$ cat config.mk
export PLATFORM = sky130hd
export DESIGN_NAME = ws2812_frame_scheduler
export DESIGN_NICKNAME = d
export VERILOG_FILES = /design/src/rtl/ws2812_pkg.sv /design/src/rtl/rr_arbiter2.sv /design/src/rtl/ws2812_frame_scheduler.sv
export SDC_FILE = /design/constraint.sdc
export NUM_CORES = 1
export LEC_CHECK = 0
export ABC_AREA = 1
export ABC_CLOCK_PERIOD_IN_PS = 2400
export CAP_MARGIN = 5
export CORE_UTILIZATION = 41
export CTS_CLUSTER_SIZE = 25
export DETAILED_ROUTE_END_ITERATION = 10
export PLACE_DENSITY = 0.7
export SYNTH_ARGS = -nofsm -noshare
export SYNTH_HDL_FRONTEND = slang
export SYNTH_SLANG_ARGS = --single-unit
$ cat constraint.sdc
create_clock -name clk -period 2.4 [get_ports clk]
set_input_delay 0.24 -clock clk [delete_from_list [all_inputs] [get_ports clk]]
set_output_delay 0.24 -clock clk [all_outputs]
set_load 0.005 [all_outputs]
$ cat src/rtl/ws2812_pkg.sv
// rtl/ws2812_pkg.sv - shared types and constants for the WS2812 frame scheduler
//
// Purpose: scheduler state encoding, colour-byte type and the default frame
// geometry shared by ws2812_frame_scheduler and its testbench.
// Ports: none (package).

package ws2812_pkg;

   typedef enum logic [2:0] {
      ST_IDLE,
      ST_LOAD,
      ST_START,
      ST_STREAM,
      ST_HOLDOFF
   } sched_state_t;

   // Colour bytes per LED; the source maps rgb_index 0..2 onto GRB order.
   localparam int BYTES_PER_LED = 3;

   localparam int DEFAULT_LEDS           = 40;
   localparam int DEFAULT_HOLDOFF_CYCLES = 1200000;

   typedef logic [7:0] color_byte_t;

endpackage

$ cat src/rtl/rr_arbiter2.sv
// rtl/rr_arbiter2.sv - two-way round-robin arbiter with pointer update strobe
//
// Purpose: picks a one-hot winner between two level requests. On a tie the
// source that was not served last wins; a sole requester always wins.
// Ports:
//   clk, rst_n   clock, asynchronous active-low reset
//   req[1:0]     request levels
//   update       strobe: record served_src as the last source served
//   served_src   index of the source just served (0 or 1)
//   grant[1:0]   combinational one-hot winner (0 when no request)

module rr_arbiter2 (
   input  logic       clk,
   input  logic       rst_n,
   input  logic [1:0] req,
   input  logic       update,
   input  logic       served_src,
   output logic [1:0] grant
);

   // Index of the last served source. Reset to 1 so source 0 wins the first tie.
   logic last_src;

   always_comb begin
      grant = 2'b00;
      case (req)
         2'b01:   grant = 2'b01;
         2'b10:   grant = 2'b10;
         2'b11:   grant = last_src ? 2'b01 : 2'b10;
         default: grant = 2'b00;
      endcase
   end

   always_ff @(posedge clk or negedge rst_n) begin
      if (!rst_n) begin
         last_src <= 1'b1;
      end else if (update) begin
         last_src <= served_src;
      end
   end

endmodule

$ cat src/rtl/ws2812_frame_scheduler.sv
// rtl/ws2812_frame_scheduler.sv - frame-level arbitration and byte sequencing for ws2812_output
//
// Purpose: grants one of two pixel sources, walks led_index/rgb_index over a
// full frame, registers each returned byte for the driver and enforces the
// latch holdoff between frames.
// Optional feature macro: WS2812_SCHED_STATS_EN adds frame_count[15:0].
// Ports:
//   clk, rst_n           clock, asynchronous active-low reset
//   src_req[1:0]         per-source frame request (level)
//   src_grant[1:0]       one-hot grant held for the whole frame
//   src_frame_done[1:0]  one-cycle pulse to the granted source after its last byte
//   led_index            LED currently addressed
//   rgb_index[1:0]       byte within the LED, 0..2
//   src0_data/src1_data  bytes from the sources, combinational on the indices
//   drv_start            one-cycle pulse launching the driver
//   drv_data[7:0]        registered byte presented to the driver
//   drv_data_req         driver pulse: drv_data consumed, prepare the next byte
//   frame_count[15:0]    completed frames, wraps (WS2812_SCHED_STATS_EN only)

module ws2812_frame_scheduler
   import ws2812_pkg::*;
#(
   parameter int LEDS           = DEFAULT_LEDS,
   parameter int HOLDOFF_CYCLES = DEFAULT_HOLDOFF_CYCLES,
   localparam int LED_W         = (LEDS > 1) ? $clog2(LEDS) : 1,
   localparam int HOLD_W        = (HOLDOFF_CYCLES > 1) ? $clog2(HOLDOFF_CYCLES) : 1
) (
   input  logic              clk,
   input  logic              rst_n,
   input  logic [1:0]        src_req,
   output logic [1:0]        src_grant,
   output logic [1:0]        src_frame_done,
   output logic [LED_W-1:0]  led_index,
   output logic [1:0]        rgb_index,
   input  color_byte_t       src0_data,
   input  color_byte_t       src1_data,
   output logic              drv_start,
   output color_byte_t       drv_data,
   input  logic              drv_data_req
`ifdef WS2812_SCHED_STATS_EN
   ,
   output logic [15:0]       frame_count
`endif
);

   localparam logic [LED_W-1:0]  LAST_LED = LED_W'(LEDS - 1);
   localparam logic [1:0]        LAST_RGB = 2'(BYTES_PER_LED - 1);
   localparam logic [HOLD_W-1:0] HOLD_INIT = HOLD_W'(HOLDOFF_CYCLES - 1);

   sched_state_t      state;
   logic [HOLD_W-1:0] hold_cnt;
   logic              load_pending;   // indices moved last cycle; capture the new byte now
   logic [1:0]        arb_grant;
   logic              is_last;
   logic              frame_end;
   color_byte_t       src_byte;

   // Only the granted source is ever looked at.
   assign src_byte  = src_grant[1] ? src1_data : src0_data;
   assign is_last   = (led_index == LAST_LED) && (rgb_index == LAST_RGB);
   assign frame_end = (state == ST_STREAM) && drv_data_req && is_last;

   rr_arbiter2 u_arb (
      .clk        (clk),
      .rst_n      (rst_n),
      .req        (src_req),
      .update     (frame_end),
      .served_src (src_grant[1]),
      .grant      (arb_grant)
   );

   always_ff @(posedge clk or negedge rst_n) begin
      if (!rst_n) begin
         state          <= ST_IDLE;
         src_grant      <= 2'b00;
         src_frame_done <= 2'b00;
         drv_start      <= 1'b0;
         drv_data       <= '0;
         led_index      <= '0;
         rgb_index      <= 2'd0;
         hold_cnt       <= '0;
         load_pending   <= 1'b0;
      end else begin
         drv_start      <= 1'b0;
         src_frame_done <= 2'b00;
         case (state)
            ST_IDLE: begin
               if (|src_req) begin
                  src_grant <= arb_grant;
                  led_index <= '0;
                  rgb_index <= 2'd0;
                  state     <= ST_LOAD;
               end
            end
            // The source has had a cycle to settle on index 0; capture it so the
            // byte and the drv_start pulse are both visible during START.
            ST_LOAD: begin
               drv_data  <= src_byte;
               drv_start <= 1'b1;
               state     <= ST_START;
            end
            ST_START: begin
               load_pending <= 1'b0;
               state        <= ST_STREAM;
            end
            ST_STREAM: begin
               if (load_pending) begin
                  drv_data     <= src_byte;
                  load_pending <= 1'b0;
               end
               if (drv_data_req) begin
                  if (is_last) begin
                     src_frame_done <= src_grant;
                     src_grant      <= 2'b00;
                     led_index      <= '0;
                     rgb_index      <= 2'd0;
                     hold_cnt       <= HOLD_INIT;
                     state          <= ST_HOLDOFF;
                  end else begin
                     load_pending <= 1'b1;
                     if (rgb_index == LAST_RGB) begin
                        rgb_index <= 2'd0;
                        led_index <= led_index + LED_W'(1);
                     end else begin
                        rgb_index <= rgb_index + 2'd1;
                     end
                  end
               end
            end
            ST_HOLDOFF: begin
               if (hold_cnt == '0) begin
                  state <= ST_IDLE;
               end else begin
                  hold_cnt <= hold_cnt - HOLD_W'(1);
               end
            end
            default: state <= ST_IDLE;
         endcase
      end
   end

`ifdef WS2812_SCHED_STATS_EN
   // Counts in step with the src_frame_done pulse being registered.
   always_ff @(posedge clk or negedge rst_n) begin
      if (!rst_n) begin
         frame_count <= 16'h0000;
      end else if (frame_end) begin
         frame_count <= frame_count + 16'h0001;
      end
   end
`endif

endmodule

==> impl_metrics.json, run 1 <==
{
  "htreeDepth": 2,
  "critPathRequiredTime_ns": 2.59,
  "fin_crit_ns": 1.80,
  "grt_pass1_vias": 2224,
  "portBuffers": 41,
  "cts.sinks": 47,
  "routed_wl_mm": 5.71,
  "synthCells": 356,
  "ys_seq_area_frac": 0.438,
  "worstSkewPairLatency_ns": 0.31,
  "initial_utilization": 0.423,
  "grt_usage": 0.172,
  "peakVddDrop_mv": 0.559,
  "drt_first_iter_violations": 80,
  "grt_pass1_wl_mm": 9.92,
  "slew_headroom": 0.596,
  "power_uw": 2460,
  "antenna_found_initial": 0,
  "cpPeakStageDelay_ns": 0.44,
  "hp-class": "in2async",
  "critPathArrivalTime_ns": 1.99,
  "clock_skew_ns": 0.00913,
  "die-area_um2": 6880,
  "hold_buffers": 1,
  "wire_per_inst_um": 12.0,
  "core.rowCount": 29,
  "place_area_um2": 3140,
  "post-route-util": 0.511,
  "outcome": "finished clean",
  "critPathTopFamily": "simple AND/OR/NAND/NOR gates",
  "drive_gt1_frac": 0.0877,
  "p_comb_frac": 0.345,
  "dieWidth_um": 82.9,
  "intPower_uw": 1600,
  "cts_buffers": 5,
  "areaGrowthSynthToFinish_pct": 20.8,
  "power_density_nw_per_um2": 759,
  "maxCapViolCount": 0,
  "final_cell_mix": "nand2_1 (108), nor2_1 (50), dfrtp_1 (46)",
  "finalSetupViolations": 0,
  "setup_slack_ns": 0.604,
  "cp_slowest_cell": "dfrtp_1",
  "firstDrtPassIters": 4,
  "ys_types": 34,
  "worstSetupPathType": "reg2reg",
  "grt_overflow_total": 0,
  "dieHeight_um": 82.9,
  "period_share": 0.748,
  "avgSynthCellArea_um2": 7.54,
  "tritoncts": "yes",
  "post_cts_buffers": 0,
  "layout_commonest_cell": "nand2_1",
  "dp_slack_ns": 0.640,
  "gp_congestion": 0.853,
  "pwr-share-clk": 0.211,
  "max_freq_mhz": 557,
  "nets": 422,
  "grt_max_degree": 27,
  "rsz0062_at_grt": "false",
  "ctsResizeCount": 0,
  "clockBufferDepth": 2,
  "setup_tns_ns": 0,
  "drt-vias-per-instance": 4.98,
  "root_buffer": "clkbuf_8",
  "ys.warnings.count": 0,
  "leakagePower_uw": 0.00151,
  "cp-start-kind": "flip-flop",
  "dp_hpwl_mm": 4.22,
  "fillCellCount": 629,
  "hold_violations": 0,
  "stdcell_area_um2": 3240,
  "critical_path_peak_fanout": 22,
  "worst_pin_slew_ns": 0.606,
  "syn-num-nets": 380,
  "ant_nets": 0,
  "syn_area_um2": 2690,
  "p_switching_uw": 858,
  "ioPinCount": 42,
  "cp-end-kind": "flip-flop",
  "path_clk_slew_ns": 0.09,
  "path_buf_inv": 1,
  "cp_cell_sequence": "ha_1, nand4_1, nor2_1, nand2_2, nand2_4, inv_4, nand2_1, o21ai_2",
  "slew_violations": 0,
  "num_vias": 2371,
  "drc": 0,
  "antennaDiodeCount": 0,
  "yosys_register_bits": 47,
  "core-area_um2": 6350,
  "switching_share": 0.348,
  "power_frac_seq": 0.444
}
==> logic make-up (layout without fill, tap and decap cells) <==
kind of cell    count (synthesis)  count (layout)  share of synthesized area
flops                          47              47                      0.438
buf+inv                        45              88                     0.0774
simple gates                  210             210                      0.348
fa+ha+maj                       3               3                     0.0140
xor+xnor                        7               7                     0.0228
compound gates                 44              44                     0.0993
==> registers in the layout, indices dropped and copies added (netlist names) <==
name / flops
state: 3
led_index: 6
load_pending: 1
src_grant: 2
drv_data: 8
hold_cnt: 21
rgb_index: 2
drv_start: 1
u_arb.last_src: 1
src_frame_done: 2
==> power by group through the flow <==
stage	clock, uW	sequential (uW)	combinational, uW
2_1_floorplan	0	1080	474
3_3_place_gp	0	1100	846
3_5_place_dp	0	1110	857
4_1_cts	529	1090	864
5_1_grt	558	1110	953
6_report	519	1090	851
==> worst paths after layout <==
| path | to | from | cells past startpoint | slack [ns] |
|---|---|---|---|---|
| worst min register to register | u_arb.last_src | u_arb.last_src | 2 | 0.49 |
| worst max-delay path | hold_cnt[12] | led_index[0] | 8 | 0.60 |
| worst max register to register | hold_cnt[12] | led_index[0] | 8 | 0.60 |
| max in group asynchronous | u_arb.last_src | rst_n | 3 | 1.38 |
| min in group clk | u_arb.last_src | u_arb.last_src | 2 | 0.49 |
| worst min-delay path | hold_cnt[0] | rst_n | 2 | 0.35 |
==> per-layer routing <==
layer / vias up / track usage / share of wire
li1: 1213 / - / -
met1: 1114 / 0.222 / 0.47
met2: 41 / 0.301 / 0.48
met3: 3 / 0.0328 / 0.046
met4: 0 / 0.0329 / 0.0049
met5: - / 0 / 0
==> final cells by class <==
type,instances,area (um2),share of cell area
multi-input cells,264,1300,0.401
inverters,35,134,0.0413
repair buffers,45,438,0.135
clock inverters,2,16.3,0.00501
well taps,77,96.3,0.0297
flip-flops and latches,47,1180,0.363
clock buffers,6,82.6,0.0255
==> synth_stat cells (all sizes together) <==
cell,number,area [um2]
nand2,114,458
nor2,54,228
dfrtp,46,1150
inv,35,134
nand3,30,160
o21ai,28,163
a31oi,8,50.1
buf,7,62.6
xor2,7,61.3
nand4,4,25.0
a21oi,3,18.8
clkbuf,3,11.3
ha,3,37.5
nand3b,3,22.5
or2,3,18.8
o21bai,2,15.0
o22ai,2,12.5
and2,1,6.26
dfstp,1,26.3
nor3,1,16.3
o31ai,1,7.51
==> per-stage QoR <==
step                      hold WS, ns  std cells
final                           0.346        476
after CTS                       0.363        476
after global routing            0.365        476
after floorplan               -0.0556        356
after global placement          0.143        467
after detailed placement        0.143        467
Note: power is estimated with default switching activity, not from simulation.
==> run 2, diff against run 1 <==
Settings changed: ABC_CLOCK_PERIOD_IN_PS 2400 to 1450, PLACE_DENSITY 0.7 to 0.72.
Clock period 2.4 ns to 1.45 ns, I/O delays scaled along.
==> impl_metrics.json, run 2 (synthesis gave the netlist of run 1 again) <==
{
  "drc": 0,
  "worst_pin_slew_ns": 0.351,
  "clockBufferDepth": 2,
  "peakVddDrop_mv": 0.731,
  "p_switching_uw": 1480,
  "drive_gt1_frac": 0.273,
  "period_share": 1.04,
  "reg2regPathDepth": 9,
  "core.rowCount": 29,
  "grt_max_degree": 24,
  "wire_per_inst_um": 12.6,
  "critPathRequiredTime_ns": 1.67,
  "die-area_um2": 6880,
  "dieWidth_um": 82.9,
  "fin_crit_ns": 1.51,
  "ioPinCount": 42,
  "critical_path_peak_fanout": 6,
  "maxCapViolCount": 0,
  "power_uw": 4470,
  "grt_overflow_total": 0,
  "reg2reg_to": "hold_cnt[4]",
  "drt_first_iter_violations": 125,
  "firstDrtPassIters": 4,
  "reg_top3": "hold_cnt (21), drv_data (8), led_index (6)",
  "dp_hpwl_mm": 4.89,
  "switching_share": 0.331,
  "cp-end-kind": "flip-flop",
  "root_buffer": "clkbuf_8",
  "worstSkewPairLatency_ns": 0.30,
  "setup_slack_ns": -0.0621,
  "hp-class": "in2async",
  "slew_headroom": 0.766,
  "dp_slack_ns": -0.0733,
  "drt-vias-per-instance": 4.92,
  "cp-start-kind": "flip-flop",
  "place_inst": 511,
  "max_freq_mhz": 661,
  "finalSetupViolations": 20,
  "grt_pass1_vias": 2653,
  "power_density_nw_per_um2": 1180,
  "gr-usage-met2": 0.354,
  "pwr-share-clk": 0.235,
  "ff2ff_setup_slack_ns": -0.06,
  "nets": 473,
  "violations": "negative setup slack",
  "worstSetupPathType": "reg2reg",
  "gp_congestion": 0.831,
  "gr-usage-met3": 0.0338,
  "antennaDiodeCount": 0,
  "outcome": "complete, but fails checks",
  "critPathArrivalTime_ns": 1.73,
  "r2r-start": "hold_cnt[0]",
  "antenna_found_initial": 0,
  "grt_busiest_layer": "met2",
  "num_vias": 2595,
  "power_frac_seq": 0.390,
  "routed_wl_mm": 6.64,
  "tritoncts": "yes",
  "cts_buffers": 5,
  "p_comb_frac": 0.375,
  "dieHeight_um": 82.9,
  "setup_tns_ns": -0.867,
  "core-area_um2": 6350,
  "slew_violations": 0,
  "intPower_uw": 2990,
  "largest_register": "hold_cnt",
  "initial_utilization": 0.423,
  "largest_reg_flops": 21,
  "grt_usage": 0.198,
  "leakagePower_uw": 0.00186,
  "areaGrowthSynthToFinish_pct": 41.7,
  "grt_util_met1": 0.251,
  "path_clk_slew_ns": 0.10,
  "htreeDepth": 2,
  "portBuffers": 41,
  "rsz0062_at_grt": "true",
  "clock_skew_ns": 0.00863,
  "grt_pass1_wl_mm": 11.5,
  "cts.sinks": 47,
  "layout_commonest_cell": "nand2_1",
  "hold_violations": 0,
  "final_cell_mix": "nand2_1 (102), buf_4 (50), dfrtp_1 (45)",
  "ant_nets": 0,
  "finalNonFillerCells": 527
}
-- run 2: changes by cell type in the layout (fill, tap and decap cells not counted), sizes merged --
cell,delta
buf,+51
bufinv,+1
clkdlybuf4s50,-5
clkinv,-1
clkinvlp,-1
dlygate4sd2,+1
dlymetal6s2s,+4
inv,+1
-- run 2: timing repair --
action,4_1_cts,5_1_grt
endpoints found under the hold margin,12,0
hold buffers,1,0
pin swaps,10,11
endpoints found under the setup margin,24,33
buffers inserted,4,2
resized for setup,18,37
gates cloned,1,0
-- run 2: per-stage QoR --
step	cell area, um2	hold WS, ns	utilization
after global placement	3480	0.0695	0.549
after detailed placement	3480	0.0756	0.549
after floorplan	2690	-0.151	-
after CTS	3680	0.287	0.580
final	3800	0.275	0.599
after global routing	3800	0.312	0.599
-- run 2: how the worst max path moves through the flow --
stage | start | end | cells after the start
final | hold_cnt[0] | hold_cnt[4] | 9
after global routing | hold_cnt[0] | hold_cnt[11] | 10
after CTS | led_index[0] | hold_cnt[2] | 8
after detailed placement | hold_cnt[0] | hold_cnt[5] | 10
after global placement | hold_cnt[0] | hold_cnt[18] | 9
after floorplan | led_index[0] | hold_cnt[13] | 9
-- run 2: metal layers --
metal | up-vias | wire, um
met2 | 65 | 3340
li1 | 1320 | -
met4 | 0 | 52
met5 | - | 0
met3 | 7 | 283
met1 | 1203 | 2970
-- run 2: layout make-up --
type	instances	area (um2)
sequential	47	1180
fill	585	2550
clock inverter	2	38.8
clock buffer	6	82.6
multi-input combinational	264	1420
timing repair buffer	96	853
inverter	35	139
tap	77	96.3
-- run 2: power by group through the flow --
stage | logic (uW) | registers, uW | clock network, uW
detailed placement | 1650 | 1770 | 0
finish | 1680 | 1750 | 1050
CTS | 1690 | 1750 | 1070
floorplan | 785 | 1790 | 0
global route | 1850 | 1780 | 1110
global placement | 1620 | 1770 | 0
-- run 2: worst max-delay path, cell delays in order, from the launching register on --
cell and delay [ns]:
dfrtp_1 0.41, inv_2 0.13, ha_4 0.15, nand2_2 0.05, nor2_2 0.12, nand3_2 0.07, nand2_2 0.09, nand2_4 0.10
buf_4 0.17, o21ai_1 0.13
